[config.mk]
export PLATFORM = sky130hd
export DESIGN_NAME = gtx_prbs_test_ctrl
export DESIGN_NICKNAME = d
export VERILOG_FILES = /design/src/rtl/gtx_prbs_pkg.sv /design/src/rtl/gtx_prbs_test_ctrl.sv
export SDC_FILE = /design/constraint.sdc
export NUM_CORES = 1
export LEC_CHECK = 0
export ABC_AREA = 1
export ABC_CLOCK_PERIOD_IN_PS = 4000
export CAP_MARGIN = 20
export CORE_MARGIN = 2
export CORE_UTILIZATION = 50
export CTS_BUF_LIST = sky130_fd_sc_hd__clkbuf_4 sky130_fd_sc_hd__clkbuf_8
export CTS_CLUSTER_SIZE = 16
export DETAILED_ROUTE_END_ITERATION = 10
export PLACE_DENSITY = 0.79
export SKIP_CTS_REPAIR_TIMING = 1
export SLEW_MARGIN = 10
export SYNTH_ARGS = -nofsm -noshare
export SYNTH_HDL_FRONTEND = slang
export SYNTH_SLANG_ARGS = --single-unit
[constraint.sdc]
create_clock -name REC_CLK -period 4 [get_ports REC_CLK]
set_clock_uncertainty 0.05 [all_clocks]
set_input_delay 0.4 -clock REC_CLK [delete_from_list [all_inputs] [get_ports REC_CLK]]
set_output_delay 0.4 -clock REC_CLK [all_outputs]
set_load 0.1 [all_outputs]
[src/rtl/gtx_prbs_pkg.sv]
// ---------------------------------------------------------------------------
// gtx_prbs_pkg
// Shared definitions for the GTX PRBS test sequencer: the sequencer state
// encoding (also visible on the status register as a 3-bit code) and the
// widths of the word, error and start-timeout counters.
// ---------------------------------------------------------------------------
package gtx_prbs_pkg;

   localparam int WORD_CNT_W = 32;
   localparam int ERR_CNT_W  = 16;
   localparam int TMO_W      = 16;

   typedef enum logic [2:0] {
      ST_IDLE = 3'd0,
      ST_CLR  = 3'd1,
      ST_ARM  = 3'd2,
      ST_RUN  = 3'd3,
      ST_DONE = 3'd4
   } state_t;

endpackage

[src/rtl/gtx_prbs_test_ctrl.sv]
// ---------------------------------------------------------------------------
// gtx_prbs_test_ctrl
// Sequencer for one GTX PRBS receive checker on the CFEB link path. It holds
// the checker in reset, arms it, waits for the start pattern, then counts
// checked words and mismatches over a programmed window and reports pass,
// fail, timeout or stop.
//
// Ports:
//   REC_CLK    recovered 160 MHz clock
//   RST        asynchronous active-high reset
//   CE3        word strobe (one REC_CLK in three); checker inputs are only
//              sampled while CE3=1
//   cmd_start  single-cycle start pulse from slow control
//   cmd_stop   single-cycle stop pulse from slow control
//   strt_mtch  checker start-pattern detect
//   valid      checker word valid
//   match      checker word match
//   chk_rst    reset to the checker
//   state      sequencer state code (IDLE=0 CLR=1 ARM=2 RUN=3 DONE=4)
//   busy       state is CLR, ARM or RUN
//   done       state is DONE
//   pass/fail/timeout/stopped   result flags
//   word_cnt   valid words checked
//   err_cnt    mismatching words, saturating
//   first_err  word_cnt value at the first mismatch
// ---------------------------------------------------------------------------
module gtx_prbs_test_ctrl
   import gtx_prbs_pkg::*;
#(
   parameter logic [WORD_CNT_W-1:0] TEST_LEN      = 32'd1000000,
   parameter logic [TMO_W-1:0]      START_TIMEOUT = 16'd4096,
   parameter logic [ERR_CNT_W-1:0]  ERR_ABORT     = 16'd0
)(
   input  logic                  REC_CLK,
   input  logic                  RST,
   input  logic                  CE3,
   input  logic                  cmd_start,
   input  logic                  cmd_stop,
   input  logic                  strt_mtch,
   input  logic                  valid,
   input  logic                  match,
   output logic                  chk_rst,
   output logic [2:0]            state,
   output logic                  busy,
   output logic                  done,
   output logic                  pass,
   output logic                  fail,
   output logic                  timeout,
   output logic                  stopped,
   output logic [WORD_CNT_W-1:0] word_cnt,
   output logic [ERR_CNT_W-1:0]  err_cnt,
   output logic [WORD_CNT_W-1:0] first_err
);

   // A zero-length window would never terminate, so it runs as one word.
   localparam logic [WORD_CNT_W-1:0] EFF_LEN =
      (TEST_LEN == '0) ? WORD_CNT_W'(1) : TEST_LEN;

   state_t                  state_q, state_d;
   logic                    clr_cnt_q, clr_cnt_d;
   logic [TMO_W-1:0]        tmo_q, tmo_d;
   logic [WORD_CNT_W-1:0]   word_cnt_q, word_cnt_d;
   logic [ERR_CNT_W-1:0]    err_cnt_q, err_cnt_d;
   logic [WORD_CNT_W-1:0]   first_err_q, first_err_d;
   logic                    pass_q, pass_d;
   logic                    fail_q, fail_d;
   logic                    timeout_q, timeout_d;
   logic                    stopped_q, stopped_d;
   logic                    chk_rst_q, chk_rst_d;
   logic                    busy_q, busy_d;
   logic                    done_q, done_d;

   logic                    word_strobe;
   logic [WORD_CNT_W-1:0]   word_inc;
   logic [ERR_CNT_W-1:0]    err_inc;
   logic [ERR_CNT_W-1:0]    err_next;
   logic                    len_hit;
   logic                    abort_hit;
   logic [TMO_W-1:0]        tmo_inc;
   logic                    tmo_hit;

   // Per-word terms shared by the next-state and datapath logic. The error
   // counter sticks at all-ones instead of wrapping. The timeout compare uses
   // >= so that a zero timeout gives up on the first unmatched strobe.
   assign word_strobe = CE3 && valid;
   assign word_inc    = word_cnt_q + WORD_CNT_W'(1);
   assign err_inc     = (err_cnt_q == '1) ? err_cnt_q : err_cnt_q + ERR_CNT_W'(1);
   assign err_next    = match ? err_cnt_q : err_inc;
   assign len_hit     = (word_inc == EFF_LEN);
   assign abort_hit   = (ERR_ABORT != '0) && (err_next == ERR_ABORT);
   assign tmo_inc     = tmo_q + TMO_W'(1);
   assign tmo_hit     = (tmo_inc >= START_TIMEOUT);

   // State register. Reset returns straight to IDLE regardless of the clock.
   always_ff @(posedge REC_CLK or posedge RST) begin
      if (RST) begin
         state_q <= ST_IDLE;
      end else begin
         state_q <= state_d;
      end
   end

   // Next-state logic. Commands act on any REC_CLK edge; checker inputs only
   // on CE3 strobes. A stop in the same cycle as a start always wins.
   always_comb begin
      state_d = state_q;
      unique case (state_q)
         ST_IDLE: begin
            if (cmd_start && !cmd_stop) state_d = ST_CLR;
         end
         ST_CLR: begin
            if (cmd_stop)                state_d = ST_DONE;
            else if (CE3 && clr_cnt_q)   state_d = ST_ARM;
         end
         ST_ARM: begin
            if (cmd_stop)                state_d = ST_DONE;
            else if (CE3 && strt_mtch)   state_d = ST_RUN;
            else if (CE3 && tmo_hit)     state_d = ST_DONE;
         end
         ST_RUN: begin
            if (cmd_stop)                                   state_d = ST_DONE;
            else if (word_strobe && (len_hit || abort_hit)) state_d = ST_DONE;
         end
         ST_DONE: begin
            if (cmd_stop)                state_d = ST_IDLE;
            else if (cmd_start)          state_d = ST_CLR;
         end
         default: state_d = ST_IDLE;
      endcase
   end

   // Output and datapath logic. Status decodes are taken from the next state
   // so every output comes straight from a flop. Counters only move on
   // strobes that are not overridden by a stop, which freezes them at the
   // value seen when the stop arrived. Entering CLR wipes the previous run's
   // results, and entering ARM restarts the start-pattern timeout.
   always_comb begin
      clr_cnt_d   = clr_cnt_q;
      tmo_d       = tmo_q;
      word_cnt_d  = word_cnt_q;
      err_cnt_d   = err_cnt_q;
      first_err_d = first_err_q;
      pass_d      = pass_q;
      fail_d      = fail_q;
      timeout_d   = timeout_q;
      stopped_d   = stopped_q;
      chk_rst_d   = (state_d == ST_IDLE) || (state_d == ST_CLR);
      busy_d      = (state_d == ST_CLR) || (state_d == ST_ARM) || (state_d == ST_RUN);
      done_d      = (state_d == ST_DONE);

      case (state_q)
         ST_CLR: begin
            if (cmd_stop)  stopped_d = 1'b1;
            else if (CE3)  clr_cnt_d = 1'b1;
         end
         ST_ARM: begin
            if (cmd_stop) begin
               stopped_d = 1'b1;
            end else if (CE3 && !strt_mtch) begin
               tmo_d = tmo_inc;
               if (tmo_hit) begin
                  timeout_d = 1'b1;
                  fail_d    = 1'b1;
               end
            end
         end
         ST_RUN: begin
            if (cmd_stop) begin
               stopped_d = 1'b1;
            end else if (word_strobe) begin
               word_cnt_d = word_inc;
               err_cnt_d  = err_next;
               if (!match && (err_cnt_q == '0)) first_err_d = word_cnt_q;
               if (abort_hit) begin
                  pass_d = 1'b0;
                  fail_d = 1'b1;
               end else if (len_hit) begin
                  pass_d = (err_next == '0);
                  fail_d = (err_next != '0);
               end
            end
         end
         ST_DONE: begin
            if (cmd_stop) begin
               pass_d    = 1'b0;
               fail_d    = 1'b0;
               timeout_d = 1'b0;
               stopped_d = 1'b0;
            end
         end
         default: ;
      endcase

      if ((state_d == ST_CLR) && (state_q != ST_CLR)) begin
         clr_cnt_d   = 1'b0;
         word_cnt_d  = '0;
         err_cnt_d   = '0;
         first_err_d = '0;
         pass_d      = 1'b0;
         fail_d      = 1'b0;
         timeout_d   = 1'b0;
         stopped_d   = 1'b0;
      end
      if ((state_d == ST_ARM) && (state_q != ST_ARM)) begin
         tmo_d = '0;
      end
   end

   // Datapath and status registers. The checker is held in reset out of
   // reset so it never runs unsupervised.
   always_ff @(posedge REC_CLK or posedge RST) begin
      if (RST) begin
         clr_cnt_q   <= 1'b0;
         tmo_q       <= '0;
         word_cnt_q  <= '0;
         err_cnt_q   <= '0;
         first_err_q <= '0;
         pass_q      <= 1'b0;
         fail_q      <= 1'b0;
         timeout_q   <= 1'b0;
         stopped_q   <= 1'b0;
         chk_rst_q   <= 1'b1;
         busy_q      <= 1'b0;
         done_q      <= 1'b0;
      end else begin
         clr_cnt_q   <= clr_cnt_d;
         tmo_q       <= tmo_d;
         word_cnt_q  <= word_cnt_d;
         err_cnt_q   <= err_cnt_d;
         first_err_q <= first_err_d;
         pass_q      <= pass_d;
         fail_q      <= fail_d;
         timeout_q   <= timeout_d;
         stopped_q   <= stopped_d;
         chk_rst_q   <= chk_rst_d;
         busy_q      <= busy_d;
         done_q      <= done_d;
      end
   end

   assign state     = state_q;
   assign chk_rst   = chk_rst_q;
   assign busy      = busy_q;
   assign done      = done_q;
   assign pass      = pass_q;
   assign fail      = fail_q;
   assign timeout   = timeout_q;
   assign stopped   = stopped_q;
   assign word_cnt  = word_cnt_q;
   assign err_cnt   = err_cnt_q;
   assign first_err = first_err_q;

endmodule

* Yosys cells after proc, flatten, opt, wreduce, memory -nomap -nowiden *
Cells that the tools add are included.

cells by class
  mux-type cells = 53
  add/subtract/negate cells = 3
  equal/unequal tests = 22
  $lt $le $gt $ge = 1
  multipliers = 0
  divide/modulo/power cells = 0
  reductions and logical operators = 41
  shift operators = 0
  bitwise logic cells = 0

operators with widths
  kind                                                                 number
  2-to-1 mux 32 bit                                                    9
  2-to-1 mux 16 bit                                                    10
  adder 16 x 1 -> 16 bit, second input constant                        2
  adder 32 x 1 -> 32 bit, second input constant                        1
  equality test 32 x 20 -> 1 bit, second input constant                1
  zero test 16 bit                                                     2
  2-to-1 mux 3 bit                                                     10
  inequality test 3 bit, second input constant                         7
  2-to-1 mux 1 bit                                                     19
  equality test 16 bit, second input constant                          1
  greater-or-equal comparator 16 x 13 -> 1 bit, second input constant  1
  nonzero test 16 bit                                                  1
  one-hot mux 3 bit (5 select lines)                                   1
  nonzero test 2 bit                                                   7
  equality test 3 x 2 -> 1 bit, second input constant                  4
  AND reduction 3 bit                                                  4
  logical AND 1 bit                                                    10
  AND reduction 5 bit                                                  2
  nonzero test 3 bit                                                   3
  AND reduction 8 bit                                                  1
  equality test 3 x 1 -> 1 bit, second input constant                  2
  equality test 3 bit, second input constant                           2
  zero test 3 bit                                                      2
  inequality test 3 x 1 -> 1 bit, second input constant                2
  other kinds (9)                                                      16

word-level totals
  bits in writable memories = 0
  output and inout bits = 90
  register bits = 107
  input port bits = 8
  logic and storage cells = 133
  memories kept = 0
  ROM bits = 0
  latch bits = 0

* Logic depth before layout (Yosys ltp) *
  word-level depth = 11
  gate-level depth with buffers = 18
  gate-level depth less buffers = 17

* Worst setup path after synthesis *
Ideal clock, no wire load.

  path kind = register -> register
  start point = reg word_cnt_q[1] (netlist: word_cnt[1])
  end point = reg busy_q (netlist: busy)
  required time = 3.826 ns
  arrival = 2.770 ns
  stages on the path, launching flop included = 16
  path slack = 1.055 ns
  library setup time = 0.124 ns
  buffers on the path = 0
  cells stage by stage = dfrtp_1 > ha_1 > nand2_1 > nor2_4 > nand2_1 > nor2_4 > nand2_1 > nand2_1 > nand2_1 > nor2_1 > nand2_1 > nor2_2 > nand3_2 > nand2_2 > nand3_2 > or2_1

on the way
  cells in the longest elaborated chain, start to end = 9

RTL lines
  item                                                                          RTL line                   text
  from (decl)                                                                   gtx_prbs_test_ctrl.sv:62   logic [WORD_CNT_W-1:0] word_cnt_q, word_cnt_d;
  from (signal assigned)                                                        gtx_prbs_test_ctrl.sv:228  word_cnt_q <= word_cnt_d;
  adder 32 x 1 -> 32 bit *                                                      gtx_prbs_test_ctrl.sv:86   assign word_inc = word_cnt_q + WORD_CNT_W'(1);
  equality test 32 x 20 -> 1 bit *                                              gtx_prbs_test_ctrl.sv:89   assign len_hit = (word_inc == EFF_LEN);
  logical AND 1 bit *                                                           gtx_prbs_test_ctrl.sv:122  else if (word_strobe && (len_hit || abort_hit)) state_d = ST_DONE;
  2-to-1 mux 3 bit *                                                            gtx_prbs_test_ctrl.sv:122
  2-to-1 mux 3 bit *                                                            gtx_prbs_test_ctrl.sv:121  if (cmd_stop) state_d = ST_DONE;
  one-hot mux 3 bit (5 select lines) *                                          gtx_prbs_test_ctrl.sv:107  unique case (state_q)
  net state_d[1]                                                                gtx_prbs_test_ctrl.sv:59   state_t state_q, state_d;
  equality test 3 x 1 -> 1 bit or equality test 3 x 2 -> 1 bit (tied branches)  gtx_prbs_test_ctrl.sv:148  busy_d = (state_d == ST_CLR) || (state_d == ST_ARM) || (state_d == ST_RUN);
  logical OR 1 bit                                                              gtx_prbs_test_ctrl.sv:148
  logical OR 1 bit *                                                            gtx_prbs_test_ctrl.sv:148
  net busy_d                                                                    gtx_prbs_test_ctrl.sv:70   logic busy_q, busy_d;
  to (signal assigned)                                                          gtx_prbs_test_ctrl.sv:236  busy_q <= busy_d;
  to (decl)                                                                     gtx_prbs_test_ctrl.sv:70

Mark *: on every way through the listed nets, which the timed path passes. The rest lies on a longest branch.
A chain may end at the register's enable or synchronous reset.

* Worst setup path in the final report *
  start point = reg state_q[1] (netlist: state[1])
  end point = reg first_err_q[19] (netlist: first_err[19])

on the way
  cells in the longest elaborated chain, start to end = 8

RTL lines
  item                                                                            RTL line                   text
  from (decl)                                                                     gtx_prbs_test_ctrl.sv:59
  from (signal assigned)                                                          gtx_prbs_test_ctrl.sv:99   state_q <= state_d;
  2-to-1 mux 3 bit                                                                gtx_prbs_test_ctrl.sv:118  else if (CE3 && tmo_hit) state_d = ST_DONE;
  2-to-1 mux 3 bit                                                                gtx_prbs_test_ctrl.sv:117  else if (CE3 && strt_mtch) state_d = ST_RUN;
  2-to-1 mux 3 bit                                                                gtx_prbs_test_ctrl.sv:116  if (cmd_stop) state_d = ST_DONE;
  one-hot mux 3 bit (5 select lines)                                              gtx_prbs_test_ctrl.sv:107
  equality test 3 x 1 -> 1 bit                                                    gtx_prbs_test_ctrl.sv:194  if ((state_d == ST_CLR) && (state_q != ST_CLR)) begin
  logical AND 1 bit                                                               gtx_prbs_test_ctrl.sv:194
  inequality test 2 x 1 -> 1 bit (no line) or nonzero test 2 bit (tied branches)  -
  AND reduction 4 bit (no line)                                                   -
  to (signal assigned)                                                            gtx_prbs_test_ctrl.sv:230  first_err_q <= first_err_d;
  to (decl)                                                                       gtx_prbs_test_ctrl.sv:64   logic [WORD_CNT_W-1:0] first_err_q, first_err_d;

Several ways; a longest one is shown, not always the timed one.

==> results.py <==
metrics = {
    "synthesis": {
        "syn_nets": 948,
        "synthTopCellsByArea": "dfrtp_1 40%, nand2_1 14%, nor2_1 8.1%",
        "synth_warnings": 0,
        "syn-cell-area_um2": 6573,
        "yosysTopAreaCell": "dfrtp_1",
        "async_flop_share": 1.000,
        "ys.flop_type": "dfrtp_1",
        "synth_top_area_frac": 0.4036,
        "synth.avg_cell_area_um2": 7.022,
        "yosysSeqAreaShare": 0.4076,
        "yosys_register_bits": 107,
        "synth_cell_type_count": 40,
        "netlist_instances": 936,
        "synth_edf_count": 0,
    },
    "power": {
        "p_leak_uw": 0.003551,
        "peakVddDrop_mv": 0.4094,
        "p_comb_frac": 0.370,
        "swShare": 0.4346,
        "power_density_nw_per_um2": 418.4,
        "seqPwrFrac": 0.388,
        "power.switching_uw": 1446,
        "p_clk_frac": 0.242,
        "total_power_uw": 3326,
        "p_int_uw": 1881,
    },
    "clocking": {
        "clock_latency_ps": 400,
        "numCtsBuffers": 9,
        "clock_path_buffers": 2,
        "cts_tree": "yes",
        "h-tree-depth": 3,
        "cts.sinks": 107,
        "path_clk_slew_ps": 110,
        "clockRootBuffer": "clkbuf_8",
    },
    "route": {
        "wire_per_inst_um": 14.52,
        "drt_first_iter_violations": 453,
        "routed_wl_mm": 17.47,
        "drt-pass1-iter-count": 6,
        "route.detailed.drc": 0,
        "via_per_inst": 5.364,
        "num_vias": 6453,
        "ant_nets": 0,
    },
    "sta": {
        "relSlewSlack": 0.3394,
        "report.final.slew_viol_count": 0,
        "finalCritPeriodShare": 0.7005,
        "setup_ws_ps": 1198,
        "rsz0062_at_grt": "no",
        "setup_viol": 0,
        "finalSetupTns_ps": 0,
        "hold_viol_final": 0,
        "finalCriticalPeriod_ps": 2802,
        "timing_worst_slew_pin_value_ps": 987.7,
        "fmax_mhz": 356.9,
    },
    "finish": {
        "drive_above_1_share": 0.06596,
        "area_growth_pct": 20.94,
        "design_area_um2": 7949,
        "diodes": 0,
        "instances_no_fill": 1203,
        "nets": 1038,
    },
    "run_status": {
        "status": "finished clean",
    },
    "worst_setup_path": {
        "critPathKind": "reg2reg",
        "critPathLaunchType": "flip-flop",
        "crit_required_ps": 4240,
        "reg2regPathDepth": 13,
        "cp_data_arrival_time_ps": 3040,
        "cp_max_fo": 64,
        "cpMaxStageDelayCell": "buf_4",
        "crit_top_cell": "inv_1",
        "cp_cell_sequence": "inv_1 -> nor2_1 -> inv_1 -> nor2_2 -> inv_1 -> nor2_2 -> nand2_1 -> buf_4 -> inv_2 -> nand4_2 -> buf_4 -> nor2_1 -> a211oi_1",
        "max_stage_delay_ps": 490,
        "critPathCaptureType": "flip-flop",
    },
    "floorplan": {
        "rows": 41,
        "die-area_um2": 14080,
        "io_pins": 98,
        "die_w_um": 118.7,
        "core_area_um2": 12720,
        "die_height_um": 118.7,
        "start_util": 0.5166,
    },
    "global_route": {
        "grt_pass1_wl_mm": 29.81,
        "grt.total_usage": 0.2602,
        "grt_pass1_vias": 6200,
        "grt_max_degree": 65,
        "gr-total-overflow": 0,
        "antenna_found_initial": 0,
    },
    "place": {
        "numPlacedInstances": 1187,
        "port_buffers": 97,
        "dp_slack_ps": 905.2,
        "dp_hpwl_mm": 12.39,
        "placement.cell_area_um2": 7712,
        "globalplace.congestion": 0.9432,
    },
    "hold_path": {
        "hold_class": "in2async",
    },
    "flow_run": {
        "cap_violations": 0,
    },
}
## Yosys cell counts, types with 2 or more instances
cell,instances
inv_1,124
a211oi_1,36
nand3_1,69
o211ai_1,3
nand2_1,249
clkinv_1,4
nor2_4,8
inv_2,6
buf_2,5
nor2_2,11
xnor2_1,6
dfrtp_1,106
nor2_1,142
o22ai_1,22
a22oi_1,2
a21oi_1,13
nand4_1,18
nand2_2,11
ha_1,4
o21ai_1,5
xor2_1,15
nor4_1,2
nand2_4,3
nor3_1,10
o21ai_0,25
nand3b_1,4
clkbuf_1,18
nand3_2,3
## worst paths after layout
path                                    start                         to  slack (ps)
max                        state[1]$_DFF_PP0_  first_err[19]$_DFFE_PP0P_        1200
min                                       RST   word_cnt[16]$_DFFE_PP0P_         440
max reg2reg                state[1]$_DFF_PP0_  first_err[19]$_DFFE_PP0P_        1200
min reg2reg                  fail$_DFFE_PP0P_           fail$_DFFE_PP0P_         470
max in group asynchronous                 RST          chk_rst$_DFF_PP1_        2620
min in group REC_CLK         fail$_DFFE_PP0P_           fail$_DFFE_PP0P_         470
## state kept, by name, summed over array words and instances, names as in the netlist, 3 cells and up
| register | count |
|---|---|
| state | 3 |
| err_cnt | 16 |
| tmo_q | 16 |
| word_cnt | 32 |
| first_err | 32 |
## critical path, delay by kind of cell (launching register included)
| kind | cells | cell delay, ps |
|---|---|---|
| AO/OA/AOI/OAI | 1 | 220 |
| flip-flops | 1 | 430 |
| buffers and inverters | 6 | 1410 |
| AND/OR/NAND/NOR | 6 | 490 |
## per-layer routing
| metal | track usage | wire length, um | share of wire |
|---|---|---|---|
| met1 | 0.3486 | 7856 | 0.45 |
| met5 | 0 | 0 | 0 |
| met4 | 0.1019 | 478 | 0.027 |
| met2 | 0.4145 | 8134 | 0.47 |
| met3 | 0.05212 | 1003 | 0.057 |
## stage by stage
| step | hold slack (ps) | utilization |
|---|---|---|
| after floorplan | 465.9 | - |
| after global placement | 458.1 | 0.6062 |
| after detailed placement | 449.0 | 0.6062 |
| after CTS | 446.6 | 0.6248 |
| after global routing | 483.4 | 0.6248 |
| final | 435.1 | 0.6248 |
## power by group through the flow
stage | clock (uW) | combinational (uW) | sequential, uW
floorplan | 0 | 433 | 1790
global placement | 0 | 1220 | 1310
detailed placement | 0 | 1230 | 1310
CTS | 814 | 1230 | 1290
global route | 856 | 1320 | 1300
finish | 804 | 1230 | 1290
## placed cells by master, fill, tap and decap left out, types with 3 or more instances in the layout
cell               n
nor3_1            10
nand3_1           69
o22ai_1           22
dfrtp_1          106
xnor2_1            6
a211oi_1          36
nor2_2            11
clkdlybuf4s50_1   97
o21ai_0           25
ha_1               4
inv_2              6
nand3_2            3
nand2_2           11
clkinv_1           4
clkbuf_8           9
o21ai_1            5
buf_4              6
nor2_4             8
bufinv_16          3
nand2_1          249
o211ai_1           3
clkinv_2           3
inv_1            123
nand3b_1           4
nand2_4            3
a21oi_1           13
nand4_1           18
xor2_1            15
nor2_1           142
## layout make-up
| class | count | area (um2) |
|---|---|---|
| inverter | 134 | 505.5 |
| clock inverter | 6 | 105.1 |
| fill | 1189 | 4773 |
| timing repair buffer | 104 | 1036 |
| clock buffer | 10 | 131.4 |
| multi-input combinational | 670 | 3277 |
| sequential | 107 | 2679 |
| tap | 172 | 215.2 |
## cells by family after synthesis
kind of cell,Yosys count,share of synthesized area
xor gates and xnor gates,21,0.02798
buffers and inverters,159,0.09385
adders and majority gates,4,0.007615
and+or+nand+nor,534,0.3562
DFF,107,0.4076
AOI/OAI and AO/OA,111,0.1068
Note: power is estimated with default switching activity, not from simulation.
